**src/rtl/buzzer_pkg.sv**
```systemverilog
// Shared definitions for the buzzer arbiter: source indices, FSM states and
// the fixed-priority encoder (bit 0 = score is the highest priority).
package buzzer_pkg;

  localparam int CNT_W_DEF = 20;

  typedef logic [1:0] src_t;

  localparam src_t SRC_SCORE  = 2'd0;
  localparam src_t SRC_PADDLE = 2'd1;
  localparam src_t SRC_WALL   = 2'd2;
  localparam src_t SRC_MENU   = 2'd3;

  typedef enum logic [1:0] {
    IDLE = 2'd0,
    PLAY = 2'd1,
    GAP  = 2'd2
  } state_t;

  function automatic src_t prio_enc(input logic [3:0] pend);
    src_t s;
    s = SRC_MENU;
    for (int i = 3; i >= 0; i--) begin
      if (pend[i]) s = src_t'(i);
    end
    return s;
  endfunction

  // Pending bits that outrank source s.
  function automatic logic [3:0] higher_mask(input src_t s);
    return (4'b0001 << s) - 4'b0001;
  endfunction

endpackage

```
**src/rtl/buzzer_arbiter_tone_gen.sv**
```systemverilog
// Loadable half-period divider: square wave restarts high on load, toggles
// every half_period enabled cycles, and is forced low by clr.
module tone_gen
  import buzzer_pkg::*;
#(
  parameter int CNT_W = CNT_W_DEF
) (
  input  logic             clk,
  input  logic             reset,
  input  logic             load,
  input  logic             en,
  input  logic             clr,
  input  logic [CNT_W-1:0] half_period,
  output logic             wave
);

  logic [CNT_W-1:0] hp_q;
  logic [CNT_W-1:0] cnt;

  always_ff @(posedge clk or negedge reset) begin
    if (!reset) begin
      hp_q <= '0;
      cnt  <= '0;
      wave <= 1'b0;
    end else if (clr) begin
      cnt  <= '0;
      wave <= 1'b0;
    end else if (load) begin
      hp_q <= half_period;
      cnt  <= half_period;
      wave <= 1'b1;
    end else if (en) begin
      if (cnt <= CNT_W'(1)) begin
        cnt  <= hp_q;
        wave <= ~wave;
      end else begin
        cnt <= cnt - CNT_W'(1);
      end
    end
  end

endmodule

```
**src/rtl/buzzer_arbiter.sv**
```systemverilog
// Fixed-priority buzzer arbiter: latched request pulses, per-source tone, silent gap.
// Request-to-tone latency 2 edges; BUZZER_PREEMPT_EN lets higher priority abort a tone.
module buzzer_arbiter
  import buzzer_pkg::*;
#(
  parameter int          CNT_W      = CNT_W_DEF,
  parameter int unsigned HP_SCORE   = 3000,
  parameter int unsigned HP_PADDLE  = 6000,
  parameter int unsigned HP_WALL    = 12000,
  parameter int unsigned HP_MENU    = 1500,
  parameter int unsigned DUR_SCORE  = 600000,
  parameter int unsigned DUR_PADDLE = 120000,
  parameter int unsigned DUR_WALL   = 120000,
  parameter int unsigned DUR_MENU   = 60000,
  parameter int unsigned GAP_CYCLES = 24000
) (
  input  logic       clk,
  input  logic       reset,
  input  logic       req_score,
  input  logic       req_paddle,
  input  logic       req_wall,
  input  logic       req_menu,
  input  logic       mute,
  output logic       buzzer,
  output logic       busy,
  output logic [1:0] active_src
);

  // Zero-length settings would never terminate a down-count; clamp to 1.
  function automatic logic [CNT_W-1:0] sat1(input int unsigned v);
    logic [CNT_W-1:0] r;
    r = CNT_W'(v);
    return (r == '0) ? CNT_W'(1) : r;
  endfunction

  localparam logic [CNT_W-1:0] HP_S  = sat1(HP_SCORE);
  localparam logic [CNT_W-1:0] HP_P  = sat1(HP_PADDLE);
  localparam logic [CNT_W-1:0] HP_W  = sat1(HP_WALL);
  localparam logic [CNT_W-1:0] HP_M  = sat1(HP_MENU);
  localparam logic [CNT_W-1:0] DUR_S = sat1(DUR_SCORE);
  localparam logic [CNT_W-1:0] DUR_P = sat1(DUR_PADDLE);
  localparam logic [CNT_W-1:0] DUR_W = sat1(DUR_WALL);
  localparam logic [CNT_W-1:0] DUR_M = sat1(DUR_MENU);
  localparam logic [CNT_W-1:0] GAP_V = sat1(GAP_CYCLES);

  state_t           state;
  logic [3:0]       pending;
  logic [3:0]       pending_nxt;
  logic [3:0]       req_vec;
  logic [3:0]       set_bits;
  logic [3:0]       clr_bits;
  logic [3:0]       drop_bits;
  logic [CNT_W-1:0] cnt;
  logic [CNT_W-1:0] dur_sel;
  logic [CNT_W-1:0] hp_sel;
  src_t             grant_src;
  logic             start;
  logic             play_end;

  assign req_vec   = {req_menu, req_wall, req_paddle, req_score};
  assign grant_src = prio_enc(pending);

  always_comb begin
    start = 1'b0;
    case (state)
      IDLE: start = |pending;
`ifdef BUZZER_PREEMPT_EN
      PLAY: start = |(pending & higher_mask(src_t'(active_src)));
`endif
      default: start = 1'b0;
    endcase
    if (mute) start = 1'b0;

    play_end    = !mute && !start && (state == PLAY) && (cnt <= CNT_W'(1));
    drop_bits   = (state == PLAY) ? (4'b0001 << active_src) : 4'b0000;
    set_bits    = mute ? 4'b0000 : (req_vec & ~drop_bits);
    clr_bits    = start ? (4'b0001 << grant_src) : 4'b0000;
    pending_nxt = mute ? 4'b0000 : ((pending & ~clr_bits) | set_bits);

    case (grant_src)
      SRC_SCORE:  begin hp_sel = HP_S; dur_sel = DUR_S; end
      SRC_PADDLE: begin hp_sel = HP_P; dur_sel = DUR_P; end
      SRC_WALL:   begin hp_sel = HP_W; dur_sel = DUR_W; end
      default:    begin hp_sel = HP_M; dur_sel = DUR_M; end
    endcase
  end

  always_ff @(posedge clk or negedge reset) begin
    if (!reset) begin
      state      <= IDLE;
      pending    <= 4'b0000;
      cnt        <= '0;
      busy       <= 1'b0;
      active_src <= SRC_SCORE;
    end else begin
      pending <= pending_nxt;
      if (mute) begin
        state <= IDLE;
        busy  <= 1'b0;
        cnt   <= '0;
      end else if (start) begin
        state      <= PLAY;
        busy       <= 1'b1;
        active_src <= grant_src;
        cnt        <= dur_sel;
      end else begin
        case (state)
          PLAY: begin
            if (cnt <= CNT_W'(1)) begin
              state <= GAP;
              cnt   <= GAP_V;
            end else begin
              cnt <= cnt - CNT_W'(1);
            end
          end
          GAP: begin
            if (cnt <= CNT_W'(1)) begin
              state <= IDLE;
              busy  <= 1'b0;
              cnt   <= '0;
            end else begin
              cnt <= cnt - CNT_W'(1);
            end
          end
          default: cnt <= '0;
        endcase
      end
    end
  end

  tone_gen #(
    .CNT_W(CNT_W)
  ) u_tone (
    .clk        (clk),
    .reset      (reset),
    .load       (start),
    .en         (state == PLAY),
    .clr        (mute | play_end),
    .half_period(hp_sel),
    .wave       (buzzer)
  );

endmodule

```
**config.mk**
```make
export PLATFORM = sky130hd
export DESIGN_NAME = buzzer_arbiter
export DESIGN_NICKNAME = d
export VERILOG_FILES = /design/src/rtl/buzzer_pkg.sv /design/src/rtl/buzzer_arbiter_tone_gen.sv /design/src/rtl/buzzer_arbiter.sv
export SDC_FILE = /design/constraint.sdc
export NUM_CORES = 1
export LEC_CHECK = 0
export BUFFER_PORTS_ARGS = -buffer_cell sky130_fd_sc_hd__buf_2
export CORE_MARGIN = 2
export CORE_UTILIZATION = 68
export CTS_BUF_LIST = sky130_fd_sc_hd__clkbuf_4 sky130_fd_sc_hd__clkbuf_8 sky130_fd_sc_hd__clkbuf_16
export DETAILED_ROUTE_END_ITERATION = 6
export GPL_TIMING_DRIVEN = 0
export PLACE_DENSITY = 0.92
export RECOVER_POWER = 25
export SLEW_MARGIN = 0
export SYNTH_ARGS = -nofsm -noshare
export SYNTH_HDL_FRONTEND = slang
export SYNTH_HIERARCHICAL = 1
export SYNTH_SLANG_ARGS = --single-unit
```
**constraint.sdc**
```tcl
create_clock -name clk -period 6.2 [get_ports clk]
set_input_delay 0.31 -clock clk [delete_from_list [all_inputs] [get_ports clk]]
set_output_delay 0.31 -clock clk [all_outputs]
set_load 0.01 [all_outputs]
```
# [Yosys cells after proc, flatten, opt, wreduce, memory -nomap -nowiden]
# Index checks and enable logic that the tools add are counted.
# Widths: inputs -> output; s select.
[word_totals] rom_bits=0 out_inout_bits=4 ff_bits=70 ramBits=0 latch_bits=0 word_cells=81 memories=0
[classes] n_lt_le_gt_ge=2 eq_ne=6 reduce_logical=19 div_mod_pow=0 n_mux=33 bitwise=9 addsub=2 multipliers=0 shifts=2
[ops] op="$mux 20" count=8
[ops] op="$pmux 20 s2" count=2
[ops] op="$pmux 14 s3" count=1
[ops] op="$le 20x1->1 const B" count=2
[ops] op="$sub 20x1->20 const B" count=2
[ops] op="$mux 4" count=4
[ops] op="$mux 2" count=6
[ops] op="$reduce_bool 3->1" count=4
[ops] op="$mux 1" count=11
[ops] op="$and 4x4->4" count=2
[ops] op="$ne 4x4->1 const B" count=2
[ops] op="$not 4->4" count=2
[ops] op="$reduce_and 2->1" count=4
[ops] op="$shl 1x2->4 const A" count=2
[ops] op="$eq 2x1->1 const B" count=2
[ops] op="$eq 2x2->1 const B" count=2
[ops] op="$logic_not 2->1" count=2
[ops] op="$or 4x4->4" count=1
[ops] op="$pmux 2 s2" count=1
[ops] op="$reduce_bool 4->1" count=1
[ops] op="$reduce_or 4->1" count=1
[ops] op="$logic_and 1x1->1" count=3
[ops] op="$not 1->1" count=3
[ops] op="$reduce_and 3->1" count=1
[ops] op="other kinds (3)" count=4

# [Logic depth before layout (Yosys ltp)]
[logic_depth] word_depth=10 ltp_mapped=13 ltp_nobuf=10

# [By module]
# The synthesis kept the hierarchy.
[modules_own_cells] module="tone_gen" area_per_inst_um2=2322.2 instances=1 cells_each=272
[modules_own_cells] module="buzzer_arbiter" area_per_inst_um2=1795.5 instances=1 cells_each=190

# [Worst setup path before layout]
# No wires, ideal clock.
[synth_path] path_kind="register to register" start="register cnt[10] (netlist name)" end="register u_tone.cnt[16]" setup_ns=0.129 t_arrival_ns=2.406 path_stages_with_launch=11 slack_ns=3.665 path_cell_list="dfrtp_1 > nor4_4 > nand4_4 > or2_4 > o21ai_0 > clkbuf_1 > nor2_1 > and2_1 > clkbuf_1 > a31oi_1 > o21ai_0"
[synth_lines] element="end signal: assignment" line="buzzer_arbiter_tone_gen.sv:30" text="cnt <= half_period;"
[synth_lines] element="end signal: assignment" line="buzzer_arbiter_tone_gen.sv:34" text="cnt <= hp_q;"
[synth_lines] element="end signal: assignment" line="buzzer_arbiter_tone_gen.sv:37" text="cnt <= cnt - CNT_W'(1);"
[synth_lines] element="end: declaration" line="buzzer_arbiter_tone_gen.sv:18" text="logic [CNT_W-1:0] cnt;"

# [Worst setup path in the final report]
[layout_path] start="register state[1]" end="register u_tone.hp_q[8]"
[layout_between] elab_chain_cells=10 word_cells_on_any_way=11 classes_between="eq/ne: 1; mux: 2; bitwise: 2; reduce/logical: 6"
[layout_lines] element="start: declaration" line="buzzer_arbiter.sv:46" text="state_t state;"
[layout_lines] element="start signal: assignment" line="buzzer_arbiter.sv:90" text="state <= IDLE;"
[layout_lines] element="start signal: assignment" line="buzzer_arbiter.sv:98" text="state <= IDLE;"
[layout_lines] element="start signal: assignment" line="buzzer_arbiter.sv:102" text="state <= PLAY;"
[layout_lines] element="$logic_not 2->1 (*)" line="buzzer_arbiter.sv:65" text="case (state)"
[layout_lines] element="$mux 1 (*)" line="buzzer_arbiter.sv:65"
[layout_lines] element="$mux 1 (*)" line="buzzer_arbiter.sv:72" text="if (mute) start = 1'b0;"
[layout_lines] element="net start" line="buzzer_arbiter.sv:57" text="logic start;"
[layout_lines] element="$logic_not 1->1" line="buzzer_arbiter.sv:74" text="play_end = !mute && !start && (state == PLAY) && (cnt <= CNT_W'(1));"
[layout_lines] element="$logic_and 1x1->1 (3 in series)" line="buzzer_arbiter.sv:74"
[layout_lines] element="$or 1x1->1" line="buzzer_arbiter.sv:138" text=".clr (mute | play_end),"
[layout_lines] element="$not 1->1 (no line)"
[layout_lines] element="$reduce_and 2->1 (no line) (*)"
[layout_lines] element="end signal: assignment" line="buzzer_arbiter_tone_gen.sv:29" text="hp_q <= half_period;"
[layout_lines] element="end: declaration" line="buzzer_arbiter_tone_gen.sv:17" text="logic [CNT_W-1:0] hp_q;"
# Mark *: on every way through the listed nets, which the timed path passes. The rest lies on a longest branch.
# A chain may end at the register's enable or synchronous reset.

==> flow_summary.json <==
{
  "rr_worst_depth": 12,
  "wl_met2_um": 4665,
  "grt_max_degree": 71,
  "r2r_end": "u_tone/hp_q[8]",
  "die_x_um": 81.82,
  "drt-total-wl_um": 9836,
  "min_period_ns": 3.410,
  "syn_avg_cell_area_um2": 8.913,
  "clock_sinks": 70,
  "path_clk_slew_ns": 0.07,
  "drc": 0,
  "areaGrowthSynthToFinish_pct": 8.842,
  "synth_cell_types": 53,
  "die_h_um": 81.82,
  "wl_per_cell_um": 17.11,
  "num_rows": 28,
  "first_global_vias": 3441,
  "min_to": "pending[0]",
  "antenna_found_initial": 0,
  "cts_tree": "built",
  "startpoint_type": "register",
  "powerDensity_mw_per_mm2": 544.2,
  "postSynthRegisterBits": 70,
  "synth_ff_type": "dfrtp_1",
  "ant_nets": 0,
  "num_vias": 3612,
  "fin_worst_skew_ns": 0.008074,
  "ys_seq_area_frac": 0.4254,
  "synth_cells": 462,
  "synth_area_mm2": 0.004118,
  "worstPathRequired_ns": 6.48,
  "met3_length_um": 759,
  "core_area_mm2": 0.005886,
  "viasPerCell": 6.282,
  "tns_ns": 0,
  "routed.top_layer": "met4",
  "r2r_slack_ns": 2.79,
  "die_area_mm2": 0.006694,
  "postCtsSetupRepairBufs": 0,
  "rsz0062_at_grt": "no",
  "fin_nets": 516,
  "rr_startpoint": "state[1]",
  "status": "finished, violations left",
  "failed_checks": "capacitance limit, slew limit",
  "finalHoldViolations": 0,
  "yosysWarnings": 6,
  "drive_above_1_share": 0.1060,
  "arrival_ns": 3.69,
  "hold_path_depth": 3,
  "p_leak_nw": 2.106,
  "dp_hpwl_um": 6609,
  "cts_resized": 0,
  "fmax_ghz": 0.2933,
  "dr.pass1.iters": 6,
  "setup_violations": 0,
  "cts_buffers": 9,
  "max-slew-margin-rel": -1.464,
  "clockBufferDepth": 2,
  "clk-insertion-delay-late_ns": 0.34,
  "ctsHoldBuffers": 0,
  "period_share": 0.5500,
  "grt_overflow": 0,
  "diodes": 0,
  "track_usage": 0.3273,
  "wl_met1_um": 4215,
  "htreeDepth": 3,
  "post-route-util": 0.7615,
  "portBuffers": 9,
  "hold_path.class": "input pin to register",
  "io_pins": 11,
  "first_iter_violations": 490,
  "cap_violations": 1,
  "nFillCells": 361,
  "min_from": "req_score",
  "peakVddDrop_mv": 0.3868,
  "critical_path_class": "register to register",
  "grt_pass1_wl_um": 16500,
  "end_kind": "register",
  "final_max_slew_viol_count": 71,
  "initial_core_util": 0.6996,
  "synth_edf_count": 0,
  "place.gp.congestion": 0.8690,
  "worst_slew_pin_slew_ns": 3.697,
  "worst-path-max-fanout": 10,
  "async_flop_share": 1.000,
  "root_buffer": "clkbuf_8"
}
## registers in the layout (all words and copies together), names as in the netlist
signal and flops:
state 2, u_tone/hp_q 20, u_tone/cnt 20, active_src 2, cnt 20, pending 4
busy 1, u_tone/wave 1
## stage by stage
step	worst slack (ns)	cell area (um^2)	power, mW	hold slack, ns	cells
floorplan	3.665	4170	1.770	0.01441	476
global placement	3.029	4309	1.983	0.4553	560
detailed placement	2.912	4312	2.060	0.4571	560
CTS	2.895	4486	2.404	0.1108	575
global route	1.967	4482	2.615	0.2052	575
finish	2.790	4482	2.439	0.2189	575
## cells in the final DEF (no fill, tap or decap), types with 3 or more instances in the layout
cell	Yosys	routed
dfrtp_1	70	70
buf_2	5	13
o21ai_1	3	3
clkinv_2	0	3
nand3_1	6	6
a31oi_1	7	7
a21o_1	3	3
a21oi_1	12	12
nor2b_1	4	4
nor3_1	21	21
xor2_1	6	6
nand2_1	83	83
nand4_1	8	8
conb_1	1	15
clkbuf_1	15	16
o31ai_2	4	4
o21ai_0	34	34
clkbuf_8	0	11
o31ai_1	4	4
a22oi_1	12	12
ha_1	13	13
inv_1	23	23
mux2i_1	9	9
nand2b_1	5	5
xnor2_1	25	25
o22ai_1	7	7
nor2_1	39	39
buf_6	4	4
## area by class of cell
cell class / count / area (um^2) / share of cell area
plain buffers: 24 / 126.4 / 0.02820
clock buffers: 11 / 151.4 / 0.03378
clock inverters: 4 / 22.52 / 0.005025
inverters: 23 / 86.33 / 0.01926
multi-input cells: 359 / 2206 / 0.4922
flip-flops and latches: 70 / 1752 / 0.3908
well taps: 75 / 93.84 / 0.02094
repair buffers: 9 / 43.79 / 0.009771
## routing by layer
layer / vias to the layer above / track usage
li1: 1644 / -
met5: - / 0
met3: 26 / 0.07033
met2: 191 / 0.4992
met4: 0 / 0.1367
met1: 1751 / 0.4559
## cells in the mapped netlist, drive strengths merged, types with 3 or more instances
cell type,n,area [um^2]
o22ai,8,56.30
a21o,3,22.52
nor4,5,58.80
nand4,9,71.32
o21ai,38,201.4
nand2b,5,31.28
buf,9,70.06
dfrtp,70,1752
nand2,84,322.8
or2,3,23.78
inv,23,86.33
nand3,6,30.03
xor2,6,52.55
nor3,23,137.6
mux2i,9,90.09
o31ai,9,101.4
clkbuf,15,56.30
xnor2,25,219.0
ha,13,162.7
a21oi,12,60.06
a22oi,12,90.09
nor2,40,157.6
nor2b,4,25.02
a31oi,7,43.79
## worst max-delay path by stage
stage | endpoint | startpoint | slack [ns]
floorplan | u_tone/cnt[16] | cnt[10] | 3.67
CTS | u_tone/hp_q[3] | state[1] | 2.89
detailed placement | u_tone/hp_q[3] | state[1] | 2.91
global placement | u_tone/hp_q[4] | state[0] | 3.03
global route | cnt[18] | reset | 1.97
finish | u_tone/hp_q[8] | state[1] | 2.79
## cells by family after synthesis
family,after synthesis,synth area share
simple gates,193,0.2367
other cells,1,0.0009107
mux,9,0.02188
buf+inv,47,0.05165
compound gates,98,0.1580
flops,70,0.4254
xor+xnor,31,0.06594
fa+ha+maj,13,0.03950
## worst max-delay path, stage by stage, from the launching register on
cell,delay (ns)
dfrtp_1,0.38
inv_1,0.11
ha_1,0.28
o31ai_4,0.14
nand2b_1,0.23
inv_1,0.16
clkbuf_1,0.34
nor2b_1,0.18
clkbuf_1,0.29
clkbuf_1,0.55
clkbuf_1,0.50
nand2_1,0.13
nand2_1,0.08
## power breakdown
part | switching [mW] | total [mW] | internal (mW) | leakage [nW]
Sequential | 0.164 | 0.785 | 0.620 | 0.913
Clock | 0.167 | 0.330 | 0.163 | 0.0910
Combinational | 0.792 | 1.32 | 0.532 | 1.10
(Power assumes the default switching activity.)
